==> config.mk <==
export PLATFORM = sky130hd
export DESIGN_NAME = reaction_stats_flat
export DESIGN_NICKNAME = d
export VERILOG_FILES = /design/src/rtl/reaction_pkg.sv /design/src/rtl/reaction_stats_if.sv /design/src/rtl/trial_ring.sv /design/src/rtl/reaction_stats.sv /design/src/flat_wrapper.sv
export SDC_FILE = /design/constraint.sdc
export NUM_CORES = 1
export LEC_CHECK = 0
export ABC_CLOCK_PERIOD_IN_PS = 6000
export CAP_MARGIN = 30
export CORE_MARGIN = 5
export CORE_UTILIZATION = 40
export CTS_CLUSTER_DIAMETER = 120
export CTS_CLUSTER_SIZE = 40
export DETAILED_ROUTE_END_ITERATION = 8
export HOLD_SLACK_MARGIN = 0.1
export SLEW_MARGIN = 20
export SYNTH_ARGS = -nofsm -noshare
export SYNTH_HDL_FRONTEND = slang
export SYNTH_SLANG_ARGS = --single-unit
==> constraint.sdc <==
create_clock -name CLOCK_50 -period 6 [get_ports CLOCK_50]
set_clock_uncertainty 0.15 [all_clocks]
set_input_delay 0.6 -clock CLOCK_50 [delete_from_list [all_inputs] [get_ports CLOCK_50]]
set_output_delay 0.6 -clock CLOCK_50 [all_outputs]
set_load 0.02 [all_outputs]
==> src/rtl/reaction_pkg.sv <==
// Shared constants, display-select encodings and value clipping for the reaction statistics block.
package reaction_pkg;

  localparam int unsigned TIME_W     = 10;
  localparam int unsigned MAX_MS     = 999;
  localparam int unsigned RING_DEPTH = 4;
  localparam int unsigned SUM_W      = 12;
  localparam int unsigned TRIALS_W   = 4;

  typedef enum logic [1:0] {
    SEL_LAST   = 2'd0,
    SEL_BEST   = 2'd1,
    SEL_AVG    = 2'd2,
    SEL_TRIALS = 2'd3
  } sel_e;

  // Upstream counter may run past the display range; clamp to the largest showable value.
  function automatic logic [TIME_W-1:0] clip_ms(input logic [TIME_W-1:0] t);
    return (t > TIME_W'(MAX_MS)) ? TIME_W'(MAX_MS) : t;
  endfunction

endpackage

==> src/rtl/reaction_stats_if.sv <==
// Trial input and statistics output bundle for reaction_stats.
interface reaction_stats_if;
  import reaction_pkg::*;

  logic [TIME_W-1:0]   time_ms;
  logic                stop;
  logic                clear_stats;
  logic [1:0]          sel;
  logic [TIME_W-1:0]   disp_value;
  logic                best_valid;
  logic                new_best;
  logic                false_start;
  logic [TRIALS_W-1:0] trials;

  // Timer / user side.
  modport master (
    output time_ms, stop, clear_stats, sel,
    input  disp_value, best_valid, new_best, false_start, trials
  );

  // Statistics block side.
  modport slave (
    input  time_ms, stop, clear_stats, sel,
    output disp_value, best_valid, new_best, false_start, trials
  );

endinterface

==> src/rtl/trial_ring.sv <==
// Ring of the most recent trial times with a fill count and running sum for the average.
module trial_ring
  import reaction_pkg::*;
(
  input  logic              clk,
  input  logic              rst,
  input  logic              clr,
  input  logic              push,
  input  logic [TIME_W-1:0] din,
  output logic              full,
  output logic [TIME_W-1:0] avg
);

  localparam int unsigned PtrW  = $clog2(RING_DEPTH);
  localparam int unsigned FillW = $clog2(RING_DEPTH + 1);

  logic [TIME_W-1:0] mem_q [RING_DEPTH];
  logic [PtrW-1:0]   wptr_q;
  logic [FillW-1:0]  fill_q;
  logic [SUM_W-1:0]  sum_q;

  // Write at the pointer, overwriting the oldest entry; the sum swaps out the evicted value.
  always_ff @(posedge clk) begin
    if (rst || clr) begin
      for (int i = 0; i < RING_DEPTH; i++) mem_q[i] <= '0;
      wptr_q <= '0;
      fill_q <= '0;
      sum_q  <= '0;
    end else if (push) begin
      mem_q[wptr_q] <= din;
      wptr_q        <= wptr_q + 1'b1;
      if (fill_q != FillW'(RING_DEPTH)) fill_q <= fill_q + 1'b1;
      // Unfilled slots hold zero, so subtracting them is harmless.
      sum_q <= sum_q - SUM_W'(mem_q[wptr_q]) + SUM_W'(din);
    end
  end

  // Average is a truncating divide by the (power-of-two) depth.
  always_comb begin
    full = (fill_q == FillW'(RING_DEPTH));
    avg  = TIME_W'(sum_q >> PtrW);
  end

endmodule

==> src/rtl/reaction_stats.sv <==
// Reaction-time statistics: last, best, 4-trial average and trial count for a 3-digit display.
module reaction_stats
  import reaction_pkg::*;
(
  input logic              CLOCK_50,
  input logic              reset,
  reaction_stats_if.slave  bus
);

  logic                stop_d;
  logic [TIME_W-1:0]   last_q;
  logic [TIME_W-1:0]   best_q;
  logic                best_valid_q;
  logic [TRIALS_W-1:0] trials_q;
  logic                new_best_q;
  logic                false_start_q;

  logic                capture;
  logic [TIME_W-1:0]   value;
  logic                accept;
  logic                reject;
  logic                better;
  logic                ring_full;
  logic [TIME_W-1:0]   ring_avg;

  // Decode the trial-end edge and classify the captured time.
  always_comb begin
    capture = bus.stop & ~stop_d;
    value   = clip_ms(bus.time_ms);
    accept  = capture & (bus.time_ms != '0) & ~bus.clear_stats;
    reject  = capture & (bus.time_ms == '0) & ~bus.clear_stats;
    better  = ~best_valid_q | (value < best_q);
  end

  // Stop history; deliberately untouched by clear_stats so a held stop cannot re-trigger.
  always_ff @(posedge CLOCK_50) begin
    if (reset) stop_d <= 1'b0;
    else       stop_d <= bus.stop;
  end

  // Record updates and one-cycle status pulses.
  always_ff @(posedge CLOCK_50) begin
    if (reset || bus.clear_stats) begin
      last_q        <= '0;
      best_q        <= '0;
      best_valid_q  <= 1'b0;
      trials_q      <= '0;
      new_best_q    <= 1'b0;
      false_start_q <= 1'b0;
    end else begin
      new_best_q    <= accept & better;
      false_start_q <= reject;
      if (accept) begin
        last_q       <= value;
        best_valid_q <= 1'b1;
        if (better) best_q <= value;
        if (trials_q != '1) trials_q <= trials_q + 1'b1;
      end
    end
  end

  trial_ring u_ring (
    .clk  (CLOCK_50),
    .rst  (reset),
    .clr  (bus.clear_stats),
    .push (accept),
    .din  (value),
    .full (ring_full),
    .avg  (ring_avg)
  );

  // Display mux; the average falls back to the last time until the ring has filled.
  always_comb begin
    bus.disp_value = last_q;
    unique case (bus.sel)
      SEL_LAST:   bus.disp_value = last_q;
      SEL_BEST:   bus.disp_value = best_q;
      SEL_AVG:    bus.disp_value = ring_full ? ring_avg : last_q;
      SEL_TRIALS: bus.disp_value = TIME_W'(trials_q);
      default:    bus.disp_value = last_q;
    endcase
    bus.best_valid  = best_valid_q;
    bus.new_best    = new_best_q;
    bus.false_start = false_start_q;
    bus.trials      = trials_q;
  end

endmodule

==> src/flat_wrapper.sv <==
// flat-port wrapper written by rule: the top's interface ports become plain ports
module reaction_stats_flat import reaction_pkg::*;
  (CLOCK_50, reset, bus_time_ms, bus_stop, bus_clear_stats, bus_sel, bus_disp_value, bus_best_valid, bus_new_best, bus_false_start, bus_trials);
  reaction_stats_if bus_i ();
  input logic CLOCK_50;
  input logic reset;
  input wire logic [$bits(bus_i.time_ms)-1:0] bus_time_ms;
  input wire logic [$bits(bus_i.stop)-1:0] bus_stop;
  input wire logic [$bits(bus_i.clear_stats)-1:0] bus_clear_stats;
  input wire logic [$bits(bus_i.sel)-1:0] bus_sel;
  output wire logic [$bits(bus_i.disp_value)-1:0] bus_disp_value;
  output wire logic [$bits(bus_i.best_valid)-1:0] bus_best_valid;
  output wire logic [$bits(bus_i.new_best)-1:0] bus_new_best;
  output wire logic [$bits(bus_i.false_start)-1:0] bus_false_start;
  output wire logic [$bits(bus_i.trials)-1:0] bus_trials;
  assign bus_i.time_ms = bus_time_ms;
  assign bus_i.stop = bus_stop;
  assign bus_i.clear_stats = bus_clear_stats;
  assign bus_i.sel = bus_sel;
  assign bus_disp_value = bus_i.disp_value;
  assign bus_best_valid = bus_i.best_valid;
  assign bus_new_best = bus_i.new_best;
  assign bus_false_start = bus_i.false_start;
  assign bus_trials = bus_i.trials;
  reaction_stats u_core (.CLOCK_50(CLOCK_50), .reset(reset), .bus(bus_i));
endmodule
==> results of run 1 <==
-- report_power, final --
group,leakage (nW),internal (mW),switching [mW]
Clock,0.143,0.337,0.237
Sequential,0.828,0.646,0.0180
Combinational,1.17,0.120,0.168
Total,2.15,1.10,0.423
-- worst paths after layout --
check | to | slack, ns | depth (start not counted)
max | u_core.u_ring.sum_q[11]$_SDFFE_PP0P_ | 1.55 | 13
min | u_core.u_ring.sum_q[0]$_SDFFE_PP0P_ | 0.30 | 2
max reg2reg | u_core.u_ring.sum_q[11]$_SDFFE_PP0P_ | 1.96 | 10
min reg2reg | u_core.u_ring.sum_q[0]$_SDFFE_PP0P_ | 0.30 | 2
-- stage by stage --
| step | util | cells | setup WS [ns] |
|---|---|---|---|
| after floorplan | - | 486 | 2.174 |
| after global placement | 0.4401 | 644 | 1.314 |
| after detailed placement | 0.4401 | 644 | 1.167 |
| after CTS | 0.4654 | 660 | 1.528 |
| after global routing | 0.4654 | 660 | 1.110 |
| final | 0.4654 | 660 | 1.546 |
-- cells in the final DEF (no fill, tap or decap), drive strengths merged, types with 2 or more instances in the layout --
master,synthesis,final
a31oi,2,2
nand2,54,54
nor2,54,54
o2111ai,2,2
or3,3,3
or2,2,2
clkdlybuf4s50,0,32
nor4,2,2
a21o,6,6
inv,34,35
a211oi,10,10
nand4,3,3
fa,9,9
a311o,2,2
mux4,10,10
a21oi,33,33
xor2,7,7
nand3,11,11
edfxtp,40,40
ha,24,24
dfxtp,47,47
nor3,11,11
mux2i,8,8
o21a,3,3
o31ai,2,2
nor2b,4,4
xnor2,6,6
buf,10,6
and4,3,3
or4,4,4
a222oi,4,4
and2,13,13
clkbuf,17,12
o21bai,5,5
and3,7,7
o21ai,25,25
-- routing by layer --
metal / global-route usage / share of wire / up-vias
met4: 0.06729 / 0.024 / 0
met2: 0.2860 / 0.48 / 71
met1: 0.2357 / 0.46 / 1741
li1: - / - / 1766
met5: 0 / 0 / -
met3: 0.02969 / 0.034 / 21
-- cell type report --
class,instances,area (sq um)
multi-input combinational,338,2424
inverter,34,127.6
sequential,87,2142
clock buffer,12,246.5
tap,147,183.9
clock inverter,4,55.05
fill,1131,6367
timing repair buffer,38,365.4
-- flip-flops by register name (all words and copies together), names as in the netlist, named ones only --
name	count
u_core.best_q	10
u_core.bus.best_valid	1
u_core.bus.false_start	1
u_core.bus.new_best	1
u_core.bus.trials	4
u_core.last_q	10
u_core.stop_d	1
u_core.u_ring.fill_q	3
u_core.u_ring.mem_q	40
u_core.u_ring.sum_q	12
u_core.u_ring.wptr_q	2
-- worst max-delay path: stages --
cell and delay, ns:
clkdlybuf4s50_1 0.61, and4_4 0.32, and3_1 0.17, nor2_1 0.30
inv_1 0.16, fa_1 0.53, ha_1 0.33, a211oi_1 0.38
o21a_1 0.24, o211ai_1 0.14, a2111oi_0 0.53, o21ai_0 0.15
o31ai_1 0.09
-- cells by family (layout without fill, tap and decap cells) --
group | count (synthesis) | after routing | synth area share
compound gates | 100 | 100 | 0.1426
xor+xnor | 13 | 13 | 0.02515
fa+ha+maj | 33 | 33 | 0.09956
buf+inv | 61 | 88 | 0.05393
flops | 87 | 87 | 0.4439
mux | 18 | 18 | 0.06326
simple gates | 174 | 174 | 0.1716
==> qor.csv, run 1 <==
metric;value;unit
status;finished clean;
first-pass GRT wire length;19.60;mm
NumNets Final;557;
warnings from Yosys;0;
Synth-to-Final Area Change;14.88;%
hold path startpoint;u_core.u_ring.sum_q[0]$_SDFFE_PP0P_;
startpoint types;input port;
IO Pins;33;
Seq/Total Area, Yosys;0.4439;
share of cells above drive strength 1;0.09357;
slew margin rel.;0.3808;
CP max FO;10;
final instance area;0.005544;sq mm
DRC;0;
Routed Antenna Nets;0;
Post-Syn Area;0.004826;sq mm
# resized after CTS;0;
Die Y;119.8;um
most used flip-flop cell after synthesis;dfxtp_1;
Die Area;0.01436;sq mm
CTS root buf;clkbuf_16;
Tot Pwr;1.527;mW
Setup Buffers After CTS;0;
RD Place Congestion;0.8737;
CTS tree;done;
syn_area_per_cell;9.930;sq um
port buffer count;32;
cts hold-fix bufs;0;
number of enable flip-flop cells after synthesis;40;
Clock H-tree levels;3;
worst setup path start;bus_time_ms[7];
endpoint class of the critical path;register;
Yosys cell types;59;
hold_ws;0.3038;ns
critical path required time;6.11;ns
min Tclk post-route;4.454;ns
fmax;224.5;MHz
Worst Tran Pin Value;0.9269;ns
cell count after synthesis;486;
DR WL/cell;17.98;um
CTS sink cnt;87;
total CTS buffers;9;
GRT Total Usage;0.1759;
Starting Density;0.4051;
core area;0.01191;sq mm
synth top area cells;edfxtp_1 25%, dfxtp_1 19%, ha_1 6.2%;
DR vias/cell;5.453;
maximum VDD drop;0.1343;mV
number of diodes;0;
WS Path Type;input port to register;
number of global-route vias before repair;3673;
First DRT Iteration DRCs;294;
Post-synth top cells;54 x nor2_1, 52 x nand2_1, 47 x dfxtp_1, 40 x edfxtp_1, 34 x inv_1;
row count;40;
Final period util;0.7423;
Leakage;2.146;nW
biggest area consumer among synthesized cells;edfxtp_1;
via count;3599;
initial antenna violation count;0;
Max Cap Violations;0;
largest net degree at the start of global routing;46;
RSZ-0062 raised after global routing;no;
Slew Viols, Final;0;
fraction of synthesized cell area taken by the top area cell type;0.2489;
Placed Area;0.005243;sq mm
Synth Register Bits;87;
final setup fails;0;
worst-skew pair later-pin latency;0.35;ns
DIE WIDTH;119.8;um
count of final hold-check violations;0;
Syn Nets;535;
hpwl dp;8.490;mm
ys async rst share;0;
Remaining Overflow, GRT;0;
P per Cell Area;275.4;mW/mm^2
Critical Path AT;4.56;ns
maximum clock path buffer count;2;
Clock Pin Slew Worst Setup and Hold Paths;0.06;ns
Worst Hold Class;register to register;
DRT Pass-1 Iters;4;
top-count cell post-synth;nor2_1;
total negative setup slack;0;ns
WL final;11.87;mm
(Power assumes the default switching activity.)
==> run 2, diff against run 1 <==
--- a/config.mk
+++ b/config.mk
@@ -5,7 +5,7 @@
 export SDC_FILE = /design/constraint.sdc
 export NUM_CORES = 1
 export LEC_CHECK = 0
-export ABC_CLOCK_PERIOD_IN_PS = 6000
+export ABC_CLOCK_PERIOD_IN_PS = 4200
 export CAP_MARGIN = 30
 export CORE_MARGIN = 5
 export CORE_UTILIZATION = 40
==> constraint.sdc (replaced) <==
create_clock -name CLOCK_50 -period 4.2 [get_ports CLOCK_50]
set_clock_uncertainty 0.15 [all_clocks]
set_input_delay 0.42 -clock CLOCK_50 [delete_from_list [all_inputs] [get_ports CLOCK_50]]
set_output_delay 0.42 -clock CLOCK_50 [all_outputs]
set_load 0.02 [all_outputs]
==> run 2 against run 1 <==
Die area unchanged; hold slack improved by 0.0018 ns; wire length rose by 3.5%; sequential share of layout area is 0.71 points lower; final area is 1.9% higher; count of clock-buffer cells in the layout shrank 2; total power rose by 43%; sequential power is 43% higher; flip-flop and latch count stayed put; critical endpoint unchanged; largest power group unchanged.
==> qor.csv, run 2 (synthesis gave the netlist of run 1 again) <==
metric;value;unit;change
status;finished clean;;unchanged
final setup fails;0;;unchanged
Die Y;119.8;um;unchanged
GRT Total Usage;0.1779;;was 0.1759
startpoint types;input port;;unchanged
largest net degree at the start of global routing;31;;was 46
commonest cells after routing, fill and taps aside;54 x nor2_1, 52 x nand2_1, 47 x dfxtp_1, 40 x edfxtp_1, 34 x inv_1;;unchanged
crit-path max cell delay;0.53;ns;was 0.61 ns
hold path startpoint;u_core.last_q[5]$_SDFFE_PP0P_;;was u_core.u_ring.sum_q[0]$_SDFFE_PP0P_
Clock H-tree levels;3;;unchanged
maximum VDD drop;0.1435;mV;was 0.1343 mV
final core occ;0.4742;;was 0.4654
Regs by FF count;u_core.u_ring.mem_q: 40 flops, u_core.u_ring.sum_q: 12 flops;;unchanged
worst setup path start;bus_time_ms[4];;was bus_time_ms[7]
via count;3736;;was 3599
total CTS buffers;9;;unchanged
Starting Density;0.4051;;unchanged
DIE WIDTH;119.8;um;unchanged
Place WS;-0.03263;ns;was 1.167 ns
Biggest register;u_core.u_ring.mem_q;;unchanged
CTS root buf;clkbuf_16;;unchanged
Synth-to-Final Area Change;17.03;%;was 14.88%
DR WL/cell;18.19;um;was 17.98 um
port buffer count;32;;unchanged
Slew Viols, Final;0;;unchanged
IO Pins;33;;unchanged
Final Non-Filler Cells;675;;was 660
DRT Pass-1 Iters;7;;was 4
hpwl dp;8.947;mm;was 8.490 mm
endpoint class of the critical path;register;;unchanged
Tot Pwr;2.177;mW;was 1.527 mW
core area;0.01191;sq mm;unchanged
CP Cell Sequence;clkdlybuf4s50_1 -> or2_2 -> and3_1 -> nor2_1 -> inv_1 -> fa_1 -> ha_1 -> a211oi_1 -> o21a_1 -> o211ai_1 -> a2111oi_1 -> o21ai_0 -> o31ai_1;;was clkdlybuf4s50_1 -> and4_4 -> and3_1 -> nor2_1 -> inv_1 -> fa_1 -> ha_1 -> a211oi_1 -> o21a_1 -> o211ai_1 -> a2111oi_0 -> o21ai_0 -> o31ai_1
commonest non-fill, non-tap cell in the layout;nor2_1;;unchanged
NumNets Final;572;;was 557
CTS sink cnt;87;;unchanged
maximum clock path buffer count;2;;unchanged
DRC;0;;unchanged
Crit-path slowest cell;fa_1;;was clkdlybuf4s50_1
number of global-route vias before repair;3811;;was 3673
Critical Path AT;3.95;ns;was 4.56 ns
Worst Hold Class;register to register;;unchanged
min Tclk post-route;3.848;ns;
DP Cell Count;659;;was 644
Clock Pin Slew Worst Setup and Hold Paths;0.06;ns;about the same
critical path required time;4.31;ns;was 6.11 ns
Worst Tran Pin Value;0.5972;ns;was 0.9269 ns
Routed Antenna Nets;0;;unchanged
RSZ-0062 raised after global routing;no;;unchanged
# fillers;1144;;was 1131
WP buf/inv;2;;unchanged
RD Place Congestion;0.8305;;was 0.8737
initial antenna violation count;0;;unchanged
max reg flops;40;;unchanged
WS Path Type;input port to register;;unchanged
total negative setup slack;0;ns;unchanged
CTS tree;done;;unchanged
worst-skew pair later-pin latency;0.35;ns;about the same
post-route setup slack;0.3522;ns;was 1.546 ns
cts hold-fix bufs;0;;unchanged
Max Cap Violations;0;;unchanged
DR vias/cell;5.535;;was 5.453
fmax;259.9;MHz;
Top delay family on crit path;compound AO/OA/AOI/OAI gates;;unchanged
first-pass GRT wire length;19.83;mm;was 19.60 mm
share of cells above drive strength 1;0.1212;;was 0.09357
CP max FO;3;;was 10
number of diodes;0;;unchanged
row count;40;;unchanged
count of final hold-check violations;0;;unchanged
WL final;12.28;mm;was 11.87 mm
slew margin rel.;0.5995;;was 0.3808
Die Area;0.01436;sq mm;unchanged
Leakage;2.210;nW;was 2.146 nW
Final period util;0.9161;;
Remaining Overflow, GRT;0;;unchanged
First DRT Iteration DRCs;235;;was 294
P per Cell Area;385.4;mW/mm^2;was 275.4 mW/mm^2
## run 2: cell types whose count changed in the layout (fill, tap and decap cells not counted)
cell        before  now
clkbuf_1         2    1
clkbuf_8         1    0
buf_4            6   21
clkinvlp_4       1    3
clkinv_2         0    2
inv_6            1    0
a2111oi_1        0    1
clkinv_4         1    0
a2111oi_0        1    0
## run 2: layout make-up
| type | count | area, sq um | area share |
|---|---|---|---|
| Inverter | 34 | 127.6 | 0.02260 |
| Clock inverter | 6 | 62.56 | 0.01108 |
| Timing Repair Buffer | 53 | 478.0 | 0.08463 |
| Sequential cell | 87 | 2142 | 0.3793 |
| Clock buffer | 10 | 229.0 | 0.04054 |
| Tap cell | 147 | 183.9 | 0.03257 |
| Multi-Input combinational cell | 338 | 2425 | 0.4293 |
## run 2: worst paths after layout
check	end	slack, ns	cells after the start
worst max-delay path	u_core.u_ring.sum_q[11]$_SDFFE_PP0P_	0.35	13
worst min-delay path	u_core.last_q[5]$_SDFFE_PP0P_	0.31	2
worst min register to register	u_core.last_q[5]$_SDFFE_PP0P_	0.31	2
worst max register to register	u_core.u_ring.sum_q[11]$_SDFFE_PP0P_	0.55	10
## run 2: what timing repair did
action / in CTS / in global routing
setup endpoints to repair: 0 / 1
hold endpoints to repair: 0 / 0
buffers inserted: 0 / 0
gates resized for setup: 0 / 1
## run 2: tightest hold or removal path: cells and delay by family (launching register included)
family	cells	cell delay (ns)
AND/OR/NAND/NOR	1	0.05
flip-flops	1	0.31
AO/OA/AOI/OAI	1	0.05
## run 2: per-stage QoR
stage	hold slack (ns)	area [sq um]
after floorplan	0.2860	4826
after global placement	0.2921	5355
after detailed placement	0.2965	5355
after CTS	0.3048	5647
after global routing	0.3196	5648
final	0.3056	5648
## run 2: layer usage
layer	up-vias	global-route usage	routed length, um
li1	1798	-	-
met1	1811	0.2230	5165
met2	113	0.3090	6264
met3	14	0.03440	659
met4	0	0.05727	187
met5	-	0	0
## run 2: where the power goes
group	internal, mW	total (mW)	leakage (nW)	switching [mW]
Sequential	0.923	0.948	0.828	0.0246
Combinational	0.185	0.434	1.25	0.249
Clock	0.459	0.795	0.134	0.336
